File: src/rtl/hcp_register_group.sv
// hcp_register_group
//   HCP register group on the HRG channel of the local access controller.
//   It holds the global configuration registers, the status registers and
//   the read-clear event counters. Read responses come back a fixed two
//   cycles after the read strobe. The block also drives the static
//   configuration outputs and a timed soft-reset pulse.
//
// Ports
//   i_clk, i_rst_n         clock, asynchronous active-low reset
//   i_hrg_wr/rd            write / read strobes (one cycle per access)
//   iv_hrg_wdata           write data
//   iv_hrg_addr            access address; valid only when addr[18:4] == 0
//   i_hrg_addr_fix         address-fix flag, echoed with the read response
//   o_hrg_wr               read-response valid
//   ov_hrg_raddr           address of the response
//   o_hrg_addr_fix         echoed address-fix flag
//   ov_hrg_rdata           read data
//   i_cmd_event            one-cycle pulse counted in CMD_CNT
//   iv_hw_state            live hardware state shown in HW_STATE
//   ov_hcp_mid, o_cfg_finish, o_report_en, ov_slot_len, ov_report_period
//                          static configuration outputs
//   o_soft_rst_n           soft-reset pulse, active low
module hcp_register_group #(
  parameter logic [31:0] P_VERSION         = 32'h0304_0000,
  parameter logic [15:0] P_SLOT_DEFAULT    = 16'd1024,
  parameter logic [15:0] P_PERIOD_DEFAULT  = 16'd1000,
  parameter int unsigned P_SOFT_RST_CYCLES = 16
) (
  input  logic        i_clk,
  input  logic        i_rst_n,
  input  logic        i_hrg_wr,
  input  logic [31:0] iv_hrg_wdata,
  input  logic [18:0] iv_hrg_addr,
  input  logic        i_hrg_addr_fix,
  input  logic        i_hrg_rd,
  output logic        o_hrg_wr,
  output logic [18:0] ov_hrg_raddr,
  output logic        o_hrg_addr_fix,
  output logic [31:0] ov_hrg_rdata,
  input  logic        i_cmd_event,
  input  logic [3:0]  iv_hw_state,
  output logic [11:0] ov_hcp_mid,
  output logic        o_cfg_finish,
  output logic        o_report_en,
  output logic [15:0] ov_slot_len,
  output logic [15:0] ov_report_period,
  output logic        o_soft_rst_n
);

  localparam int unsigned DATA_W = 32;
  localparam logic [31:0] SOFT_RST_KEY = 32'h5A5A_A5A5;
  localparam logic [7:0]  SR_LOAD      = 8'(P_SOFT_RST_CYCLES);

  localparam logic [3:0] IDX_VERSION  = 4'h0;
  localparam logic [3:0] IDX_HCP_MID  = 4'h1;
  localparam logic [3:0] IDX_CTRL     = 4'h2;
  localparam logic [3:0] IDX_SLOT_LEN = 4'h3;
  localparam logic [3:0] IDX_PERIOD   = 4'h4;
  localparam logic [3:0] IDX_SOFT_RST = 4'h5;
  localparam logic [3:0] IDX_HW_STATE = 4'h6;
  localparam logic [3:0] IDX_CMD_CNT  = 4'h8;
  localparam logic [3:0] IDX_ERR_CNT  = 4'h9;

  function automatic logic [DATA_W-1:0] sat_inc(input logic [DATA_W-1:0] v);
    return (v == {DATA_W{1'b1}}) ? v : v + 1'b1;
  endfunction

  // Registered state
  logic [11:0]       hcp_mid_q;
  logic              cfg_finish_q, report_en_q;
  logic [15:0]       slot_len_q, period_q;
  logic [DATA_W-1:0] cmd_cnt_q, cmd_cnt_d;
  logic [DATA_W-1:0] err_cnt_q, err_cnt_d;
  logic [7:0]        srst_cnt_q, srst_cnt_d;
  logic              soft_rst_n_q;

  // Read pipeline
  logic              vld_p0_q;
  logic [18:0]       addr_p0_q;
  logic              fix_p0_q;
  logic              vld_p1_q;
  logic [18:0]       addr_p1_q;
  logic              fix_p1_q;
  logic [DATA_W-1:0] rdata_p1_q, rdata_p1_d;
  logic              rd_err_p1, clr_cmd_p1, clr_err_p1;

  // Write decode
  logic wr_in_range;
  logic wr_mid, wr_ctrl, wr_slot, wr_period, wr_srst, wr_err;
  logic collide, err_inc;

  assign wr_in_range = (iv_hrg_addr[18:4] == 15'd0);
  assign collide     = i_hrg_wr & i_hrg_rd;

  always_comb begin
    wr_mid    = 1'b0;
    wr_ctrl   = 1'b0;
    wr_slot   = 1'b0;
    wr_period = 1'b0;
    wr_srst   = 1'b0;
    wr_err    = 1'b0;
    if (i_hrg_wr) begin
      if (!wr_in_range) begin
        wr_err = 1'b1;
      end else begin
        case (iv_hrg_addr[3:0])
          IDX_HCP_MID:  wr_mid    = 1'b1;
          IDX_CTRL:     wr_ctrl   = 1'b1;
          IDX_SLOT_LEN: wr_slot   = 1'b1;
          IDX_PERIOD:   wr_period = 1'b1;
          // Only the exact key arms the soft reset; anything else is a bad write.
          IDX_SOFT_RST: begin
            if (iv_hrg_wdata == SOFT_RST_KEY) wr_srst = 1'b1;
            else                              wr_err  = 1'b1;
          end
          default:      wr_err    = 1'b1;
        endcase
      end
    end
  end

  // Stage 1: decode the sampled read address and select the read data
  always_comb begin
    rdata_p1_d = '0;
    rd_err_p1  = 1'b0;
    clr_cmd_p1 = 1'b0;
    clr_err_p1 = 1'b0;
    if (vld_p0_q) begin
      if (addr_p0_q[18:4] != 15'd0) begin
        rd_err_p1 = 1'b1;
      end else begin
        case (addr_p0_q[3:0])
          IDX_VERSION:  rdata_p1_d = P_VERSION;
          IDX_HCP_MID:  rdata_p1_d = {20'd0, hcp_mid_q};
          IDX_CTRL:     rdata_p1_d = {30'd0, report_en_q, cfg_finish_q};
          IDX_SLOT_LEN: rdata_p1_d = {16'd0, slot_len_q};
          IDX_PERIOD:   rdata_p1_d = {16'd0, period_q};
          IDX_SOFT_RST: rdata_p1_d = '0;
          IDX_HW_STATE: rdata_p1_d = {28'd0, iv_hw_state};
          IDX_CMD_CNT: begin
            rdata_p1_d = cmd_cnt_q;
            clr_cmd_p1 = 1'b1;
          end
          IDX_ERR_CNT: begin
            rdata_p1_d = err_cnt_q;
            clr_err_p1 = 1'b1;
          end
          default:      rd_err_p1 = 1'b1;
        endcase
      end
    end
  end

  // Several error causes in one cycle still count once.
  assign err_inc = wr_err | collide | rd_err_p1;

  // Clear first, then increment: a clear and an event together leave 1.
  always_comb begin
    cmd_cnt_d = clr_cmd_p1 ? '0 : cmd_cnt_q;
    if (i_cmd_event) cmd_cnt_d = sat_inc(cmd_cnt_d);
    err_cnt_d = clr_err_p1 ? '0 : err_cnt_q;
    if (err_inc) err_cnt_d = sat_inc(err_cnt_d);
  end

  always_comb begin
    srst_cnt_d = srst_cnt_q;
    if (wr_srst)                 srst_cnt_d = SR_LOAD;
    else if (srst_cnt_q != 8'd0) srst_cnt_d = srst_cnt_q - 8'd1;
  end

  // Control and configuration state
  always_ff @(posedge i_clk or negedge i_rst_n) begin
    if (!i_rst_n) begin
      hcp_mid_q    <= '0;
      cfg_finish_q <= 1'b0;
      report_en_q  <= 1'b0;
      slot_len_q   <= P_SLOT_DEFAULT;
      period_q     <= P_PERIOD_DEFAULT;
      cmd_cnt_q    <= '0;
      err_cnt_q    <= '0;
      srst_cnt_q   <= '0;
      soft_rst_n_q <= 1'b1;
    end else begin
      if (wr_mid)    hcp_mid_q  <= iv_hrg_wdata[11:0];
      if (wr_ctrl) begin
        cfg_finish_q <= iv_hrg_wdata[0];
        report_en_q  <= iv_hrg_wdata[1];
      end
      if (wr_slot)   slot_len_q <= iv_hrg_wdata[15:0];
      if (wr_period) period_q   <= iv_hrg_wdata[15:0];
      cmd_cnt_q    <= cmd_cnt_d;
      err_cnt_q    <= err_cnt_d;
      srst_cnt_q   <= srst_cnt_d;
      soft_rst_n_q <= (srst_cnt_d == 8'd0);
    end
  end

  // Stage 0: sample the read strobe; a read colliding with a write is dropped
  always_ff @(posedge i_clk or negedge i_rst_n) begin
    if (!i_rst_n) vld_p0_q <= 1'b0;
    else          vld_p0_q <= i_hrg_rd & ~i_hrg_wr;
  end

  always_ff @(posedge i_clk) begin
    addr_p0_q <= iv_hrg_addr;
    fix_p0_q  <= i_hrg_addr_fix;
  end

  // Stage 1 -> response registers
  always_ff @(posedge i_clk or negedge i_rst_n) begin
    if (!i_rst_n) begin
      vld_p1_q   <= 1'b0;
      addr_p1_q  <= '0;
      fix_p1_q   <= 1'b0;
      rdata_p1_q <= '0;
    end else begin
      vld_p1_q <= vld_p0_q;
      if (vld_p0_q) begin
        addr_p1_q  <= addr_p0_q;
        fix_p1_q   <= fix_p0_q;
        rdata_p1_q <= rdata_p1_d;
      end
    end
  end

  assign o_hrg_wr         = vld_p1_q;
  assign ov_hrg_raddr     = addr_p1_q;
  assign o_hrg_addr_fix   = fix_p1_q;
  assign ov_hrg_rdata     = rdata_p1_q;
  assign ov_hcp_mid       = hcp_mid_q;
  assign o_cfg_finish     = cfg_finish_q;
  assign o_report_en      = report_en_q;
  assign ov_slot_len      = slot_len_q;
  assign ov_report_period = period_q;
  assign o_soft_rst_n     = soft_rst_n_q;

endmodule

File: config.mk
export PLATFORM = sky130hd
export DESIGN_NAME = hcp_register_group
export DESIGN_NICKNAME = d
export VERILOG_FILES = /design/src/rtl/hcp_register_group.sv
export SDC_FILE = /design/constraint.sdc
export NUM_CORES = 1
export LEC_CHECK = 0
export BUFFER_PORTS_ARGS = -buffer_cell sky130_fd_sc_hd__buf_2
export CAP_MARGIN = 25
export CORE_UTILIZATION = 45
export DETAILED_ROUTE_END_ITERATION = 10
export GPL_ROUTABILITY_DRIVEN = 0
export PLACE_DENSITY = 0.72
export SYNTH_ARGS = -nofsm -noshare
export SYNTH_HDL_FRONTEND = slang
export SYNTH_SLANG_ARGS = --single-unit
File: constraint.sdc
create_clock -name i_clk -period 4.9 [get_ports i_clk]
set_input_delay 0.49 -clock i_clk [delete_from_list [all_inputs] [get_ports i_clk]]
set_output_delay 0.49 -clock i_clk [all_outputs]
set_load 0.1 [all_outputs]
# Yosys cells after proc, flatten, opt, wreduce, memory -nomap -nowiden
# Index checks and enable logic that the tools add are counted.
dict set report word_totals {
  register_bits 193
  in_bits 61
  out_inout_bits 100
  wordCells 86
}
dict set report classes {
  add_sub_neg 3
  n_eq_ne 16
  mux 39
  n_bitwise 5
  n_reduce_logical 7
}
# op count
set op_table {}
lappend op_table {{one-hot mux 32 bit (8 select lines)} 1}
lappend op_table {{2-to-1 mux 32 bit} 7}
lappend op_table {{adder 32 x 1 -> 32 bit (second input constant)} 2}
lappend op_table {{equality test 32 bit (second input constant)} 2}
lappend op_table {{equality test 32 x 31 -> 1 bit (second input constant)} 1}
lappend op_table {{2-to-1 mux 1 bit} 28}
lappend op_table {{equality test 4 x 3 -> 1 bit (second input constant)} 5}
lappend op_table {{equality test 4 x 2 -> 1 bit (second input constant)} 4}
lappend op_table {{2-to-1 mux 8 bit} 2}
lappend op_table {{zero test 15 bit} 1}
lappend op_table {{nonzero test 15 bit} 1}
lappend op_table {{OR reduction 9 bit} 1}
lappend op_table {{equality test 4 x 1 -> 1 bit (second input constant)} 2}
lappend op_table {{equality test 4 bit (second input constant)} 2}
lappend op_table {{zero test 8 bit} 1}
lappend op_table {{nonzero test 8 bit} 1}
lappend op_table {{subtractor 8 x 1 -> 8 bit (second input constant)} 1}
lappend op_table {{zero test 4 bit} 1}
lappend op_table {{OR reduction 4 bit} 1}
lappend op_table {{AND 1 bit} 2}
lappend op_table {{bitwise OR 1 bit} 2}
lappend op_table {{one-hot mux 1 bit (2 select lines)} 1}
lappend op_table {{inverter 1 bit} 1}

# Logic depth before layout (Yosys ltp)
dict set report depth {
  depth_word 8
  mapped_depth 14
  ltp_nobuf 11
}

# Worst setup path before layout
# Ideal clock, no wire load.
dict set report synth_timing {
  path_kind {flip-flop to flip-flop}
  from {register addr_p0_q[2]}
  to {register cmd_cnt_q[29]}
  setup_ps 121
  t_arrival_ps 2797
  t_required_ps 4779
  slack_ps 1982
  path_stages_with_launch 12
  path_buffers 1
  synth_period_minus_slack_ps 2918
  path_cell_list {dfxtp_1 > buf_6 > nor4b_4 > nand2_1 > or3_1 > and2_1 > ha_1 > and4_1 > nand3_1 > or3b_2 > xor2_1 > nor2_1}
}
dict set report synth_via {
  elab_chain_len 8
  elab_cells_between_ends 9
  cone_classes {add/sub (1); eq/ne (2); mux (6)}
}
# item line_no
set synth_rtl {}
lappend synth_rtl {{start, declared} 79} ;# logic [18:0] addr_p0_q;
lappend synth_rtl {{start signal, assigned} 205} ;# addr_p0_q <= iv_hrg_addr;
lappend synth_rtl {{equality test 4 bit *} 132} ;# case (addr_p0_q[3:0])
lappend synth_rtl {{2-to-1 mux 1 bit *} 132}
lappend synth_rtl {{2-to-1 mux 1 bit *} 129} ;# if (addr_p0_q[18:4] != 15'd0) begin
lappend synth_rtl {{2-to-1 mux 1 bit *} 128} ;# if (vld_p0_q) begin
lappend synth_rtl {{2-to-1 mux 32 bit *} 159} ;# cmd_cnt_d = clr_cmd_p1 ? '0 : cmd_cnt_q;
lappend synth_rtl {{adder 32 x 1 -> 32 bit / equality test 32 bit (equally long branches)} 65} ;# return (v == {DATA_W{1'b1}}) ? v : v + 1'b1;
lappend synth_rtl {{2-to-1 mux 32 bit} 65}
lappend synth_rtl {{2-to-1 mux 32 bit *} 160} ;# if (i_cmd_event) cmd_cnt_d = sat_inc(cmd_cnt_d);
lappend synth_rtl {{net cmd_cnt_d[29]} 72} ;# logic [DATA_W-1:0] cmd_cnt_q, cmd_cnt_d;
lappend synth_rtl {{end signal, assigned} 191} ;# cmd_cnt_q <= cmd_cnt_d;
lappend synth_rtl {{end, declared} 72}
# The timed path passes the listed nets; every way through them passes the cells marked *.
# A chain may end at the register's enable or synchronous reset.

# Final worst setup path
dict set report layout_timing {
  from {register addr_p0_q[1]}
  to {register err_cnt_q[1]}
}
dict set report layout_via {
  elab_chain_len 8
  elab_cells_between_ends 22
  cone_classes {add/sub (1); eq/ne (9); mux (9); bitwise (1); reduce/logical (2)}
}
# item line_no
set layout_rtl {}
lappend layout_rtl {{equality test 4 bit} 132}
lappend layout_rtl {{2-to-1 mux 1 bit} 132}
lappend layout_rtl {{2-to-1 mux 1 bit} 129}
lappend layout_rtl {{2-to-1 mux 1 bit} 128}
lappend layout_rtl {{2-to-1 mux 32 bit} 161} ;# err_cnt_d = clr_err_p1 ? '0 : err_cnt_q;
lappend layout_rtl {{adder 32 x 1 -> 32 bit / equality test 32 bit (equally long branches)} 65}
lappend layout_rtl {{2-to-1 mux 32 bit} 65}
lappend layout_rtl {{2-to-1 mux 32 bit *} 162} ;# if (err_inc) err_cnt_d = sat_inc(err_cnt_d);
lappend layout_rtl {{net err_cnt_d[1]} 73} ;# logic [DATA_W-1:0] err_cnt_q, err_cnt_d;
lappend layout_rtl {{end signal, assigned} 192} ;# err_cnt_q <= err_cnt_d;
lappend layout_rtl {{end, declared} 73}
# Marks and branches as above.

==> out/results.ini <==
[outcome]
status = completed

[sta]
drv_slew = 0
tns_ns = 0
hold_viol = 0
finalWorstPathRequiredPeriod_ns = 4.03
fmax_mhz = 248
fin_crit_sh = 0.823
tightest_slew_ns = 1.01
setup_violations = 0
rsz0062_at_grt = false
relSlewSlack = 0.322
fin_skew_ns = 0.0115

[grt]
grt_remaining_overflow = 0
grtUsageMet3 = 0.0516
first_global_vias = 7545
grtUsageTotal = 0.248
antenna_found_initial = 0
grt_pass1_wl_um = 41200
use_met1 = 0.346
use_met2 = 0.379
grt_max_degree = 103
busiest_layer = met2

[floorplan]
rows = 52
fp.dieH_um = 147
start_util = 0.462
die_x_um = 147
pin_count = 161
dieArea_mm2 = 0.0215
coreArea_mm2 = 0.0204

[place]
io_buffers = 160
hpwlAfterDp_um = 18600
numPlacedInstances = 1295

[logic_synthesis]
synth_area_mm2 = 0.00940
synth_largest_type_area_fraction = 0.439
ys_ff_latch = 193
synth_largest_area_cell = dfrtp_1
synthCells = 898
netlist_top_cells_area = dfrtp_1 44%, mux2_2 8.1%, dfxtp_1 4.3%
ys.flop_type = dfrtp_1
syn_area_per_cell_um2 = 10.5
ys_warn_count = 0
synth-edff-count = 0
async_reset_ff_frac = 0.896
seq_area_frac_synth = 0.504
ys_types = 71
synthesis.nets = 963

[detailed_routing]
wire_per_inst_um = 19.7
drtIter0Drc = 638
antenna_left = 0
vias = 7984
via_per_inst = 6.00
wirelength_um = 26300
drc_errors = 0
firstDrtPassIters = 7

[finish]
area_growth_pct = 17.9
regArea_mm2 = 0.00474
fin_util = 0.544
antenna_cells = 0
n_fill_cell = 1768
finalNonFillerCells = 1330
nets = 1112
drive_gt1_frac = 0.287
layout_common_cells = 164 x dfrtp_1, 159 x buf_2, 68 x mux2_2
multi_input_area_mm2 = 0.00429
final_common_cell = dfrtp_1

[setup_path]
end_kind = flop
crit_required_ns = 5.22
critPathArrivalTime_ns = 4.35
crit_fanout = 19
critical_path_class = reg2reg
startpoint_type = flop

[clock_tree]
hold_buffers = 0
cts_setup_buffers = 0
cts_resized = 0
clk_pin_slew_worst_paths_ns = 0.08
root_buffer = clkbuf_16
clk_path_buf_depth = 2
worstSkewPairLatency_ns = 0.44
htreeDepth = 4
cts_buffers = 17
clock_sinks = 193
cts_tree = yes

[pwr]
p_leak_nw = 4.89
ir_worst_vdd_uv = 332
p_per_area_mw_per_mm2 = 345

[worst_hold_path]
hp-class = in2reg

[job]
maxCapViolations = 0

per-layer routing:
metal / up-vias / share of wire / wire length (um)
met2: 335 / 0.47 / 12300
met4: 0 / 0.024 / 618
met1: 3943 / 0.43 / 11300
met5: - / 0 / 0
li1: 3656 / - / -
met3: 50 / 0.076 / 2000
final cells by class:
cell class              instances  area share
repair buffers                175      0.0868
clock buffers                  21      0.0443
inverters                      42      0.0142
well taps                     270      0.0305
multi-input cells             618       0.387
clock inverters                11     0.00948
flip-flops and latches        193       0.428
registers in the layout, indices dropped and copies added, names as in the netlist:
| register | flops |
|---|---|
| ov_report_period | 16 |
| o_report_en | 1 |
| ov_hcp_mid | 12 |
| ov_hrg_raddr | 19 |
| srst_cnt_q | 8 |
| o_cfg_finish | 1 |
| ov_hrg_rdata | 32 |
| err_cnt_q | 32 |
| addr_p0_q | 19 |
| cmd_cnt_q | 32 |
| vld_p0_q | 1 |
| o_hrg_wr | 1 |
| fix_p0_q | 1 |
| ov_slot_len | 16 |
| o_soft_rst_n | 1 |
| o_hrg_addr_fix | 1 |
logic make-up after synthesis:
logic type                 synth area share
AOI/OAI and AO/OA                     0.139
xor gates and xnor gates             0.0233
and+or+nand+nor                       0.198
DFF                                   0.504
adders and majority gates           0.00532
buffers and inverters                0.0402
muxes                                0.0899
power breakdown:
part	switching (mW)	internal [mW]	total (mW)
combinational	0.388	0.166	0.554
sequential	0.164	1.70	1.86
clock	0.665	0.744	1.41
worst max-delay path, stage by stage (launching register included):
cell      delay, ns
dfxtp_1        0.65
nor2_1         0.18
and3_1         0.46
nand2_1        0.53
and2_1         0.25
ha_1           0.18
nand3_1        0.24
nor3_1         0.42
o211ai_2       0.22
nand2b_1       0.28
nand2_1        0.16
mux2_2         0.35
synth_stat cells (19+ instances only):
master,instances
a22oi_1,30
mux2_2,68
o21ai_0,45
inv_1,42
dfxtp_1,20
clkbuf_1,22
nor2_1,54
or4_1,22
dfrtp_1,165
nand2_1,49
nand4_1,23
nand3_1,40
a21oi_1,33
nor3_1,24
o31ai_1,19
per-stage QoR:
step | power, mW | hold WS [ns] | area, um^2 | setup WS (ns)
2_1_floorplan | 2.22 | 0.194 | 9400 | 1.98
3_3_place_gp | 2.41 | 0.443 | 10400 | 1.09
3_5_place_dp | 2.43 | 0.452 | 10400 | 0.945
4_1_cts | 3.83 | 0.129 | 11000 | 0.948
5_1_grt | 3.97 | 0.127 | 11100 | 0.518
6_report | 3.82 | 0.142 | 11100 | 0.866
worst paths after layout:
kind / from / endpoint / slack (ns) / cells after the start
worst max-delay path: addr_p0_q[1] / err_cnt_q[1] / 0.87 / 11
worst min-delay path: i_hrg_addr_fix / fix_p0_q / 0.14 / 1
worst max register to register: addr_p0_q[1] / err_cnt_q[1] / 0.87 / 11
worst min register to register: fix_p0_q / o_hrg_addr_fix / 0.47 / 1
max in group asynchronous: i_rst_n / ov_report_period[3] / 3.22 / 4
min in group asynchronous: i_rst_n / ov_hrg_rdata[6] / 0.41 / 2
(Power assumes the default switching activity.)
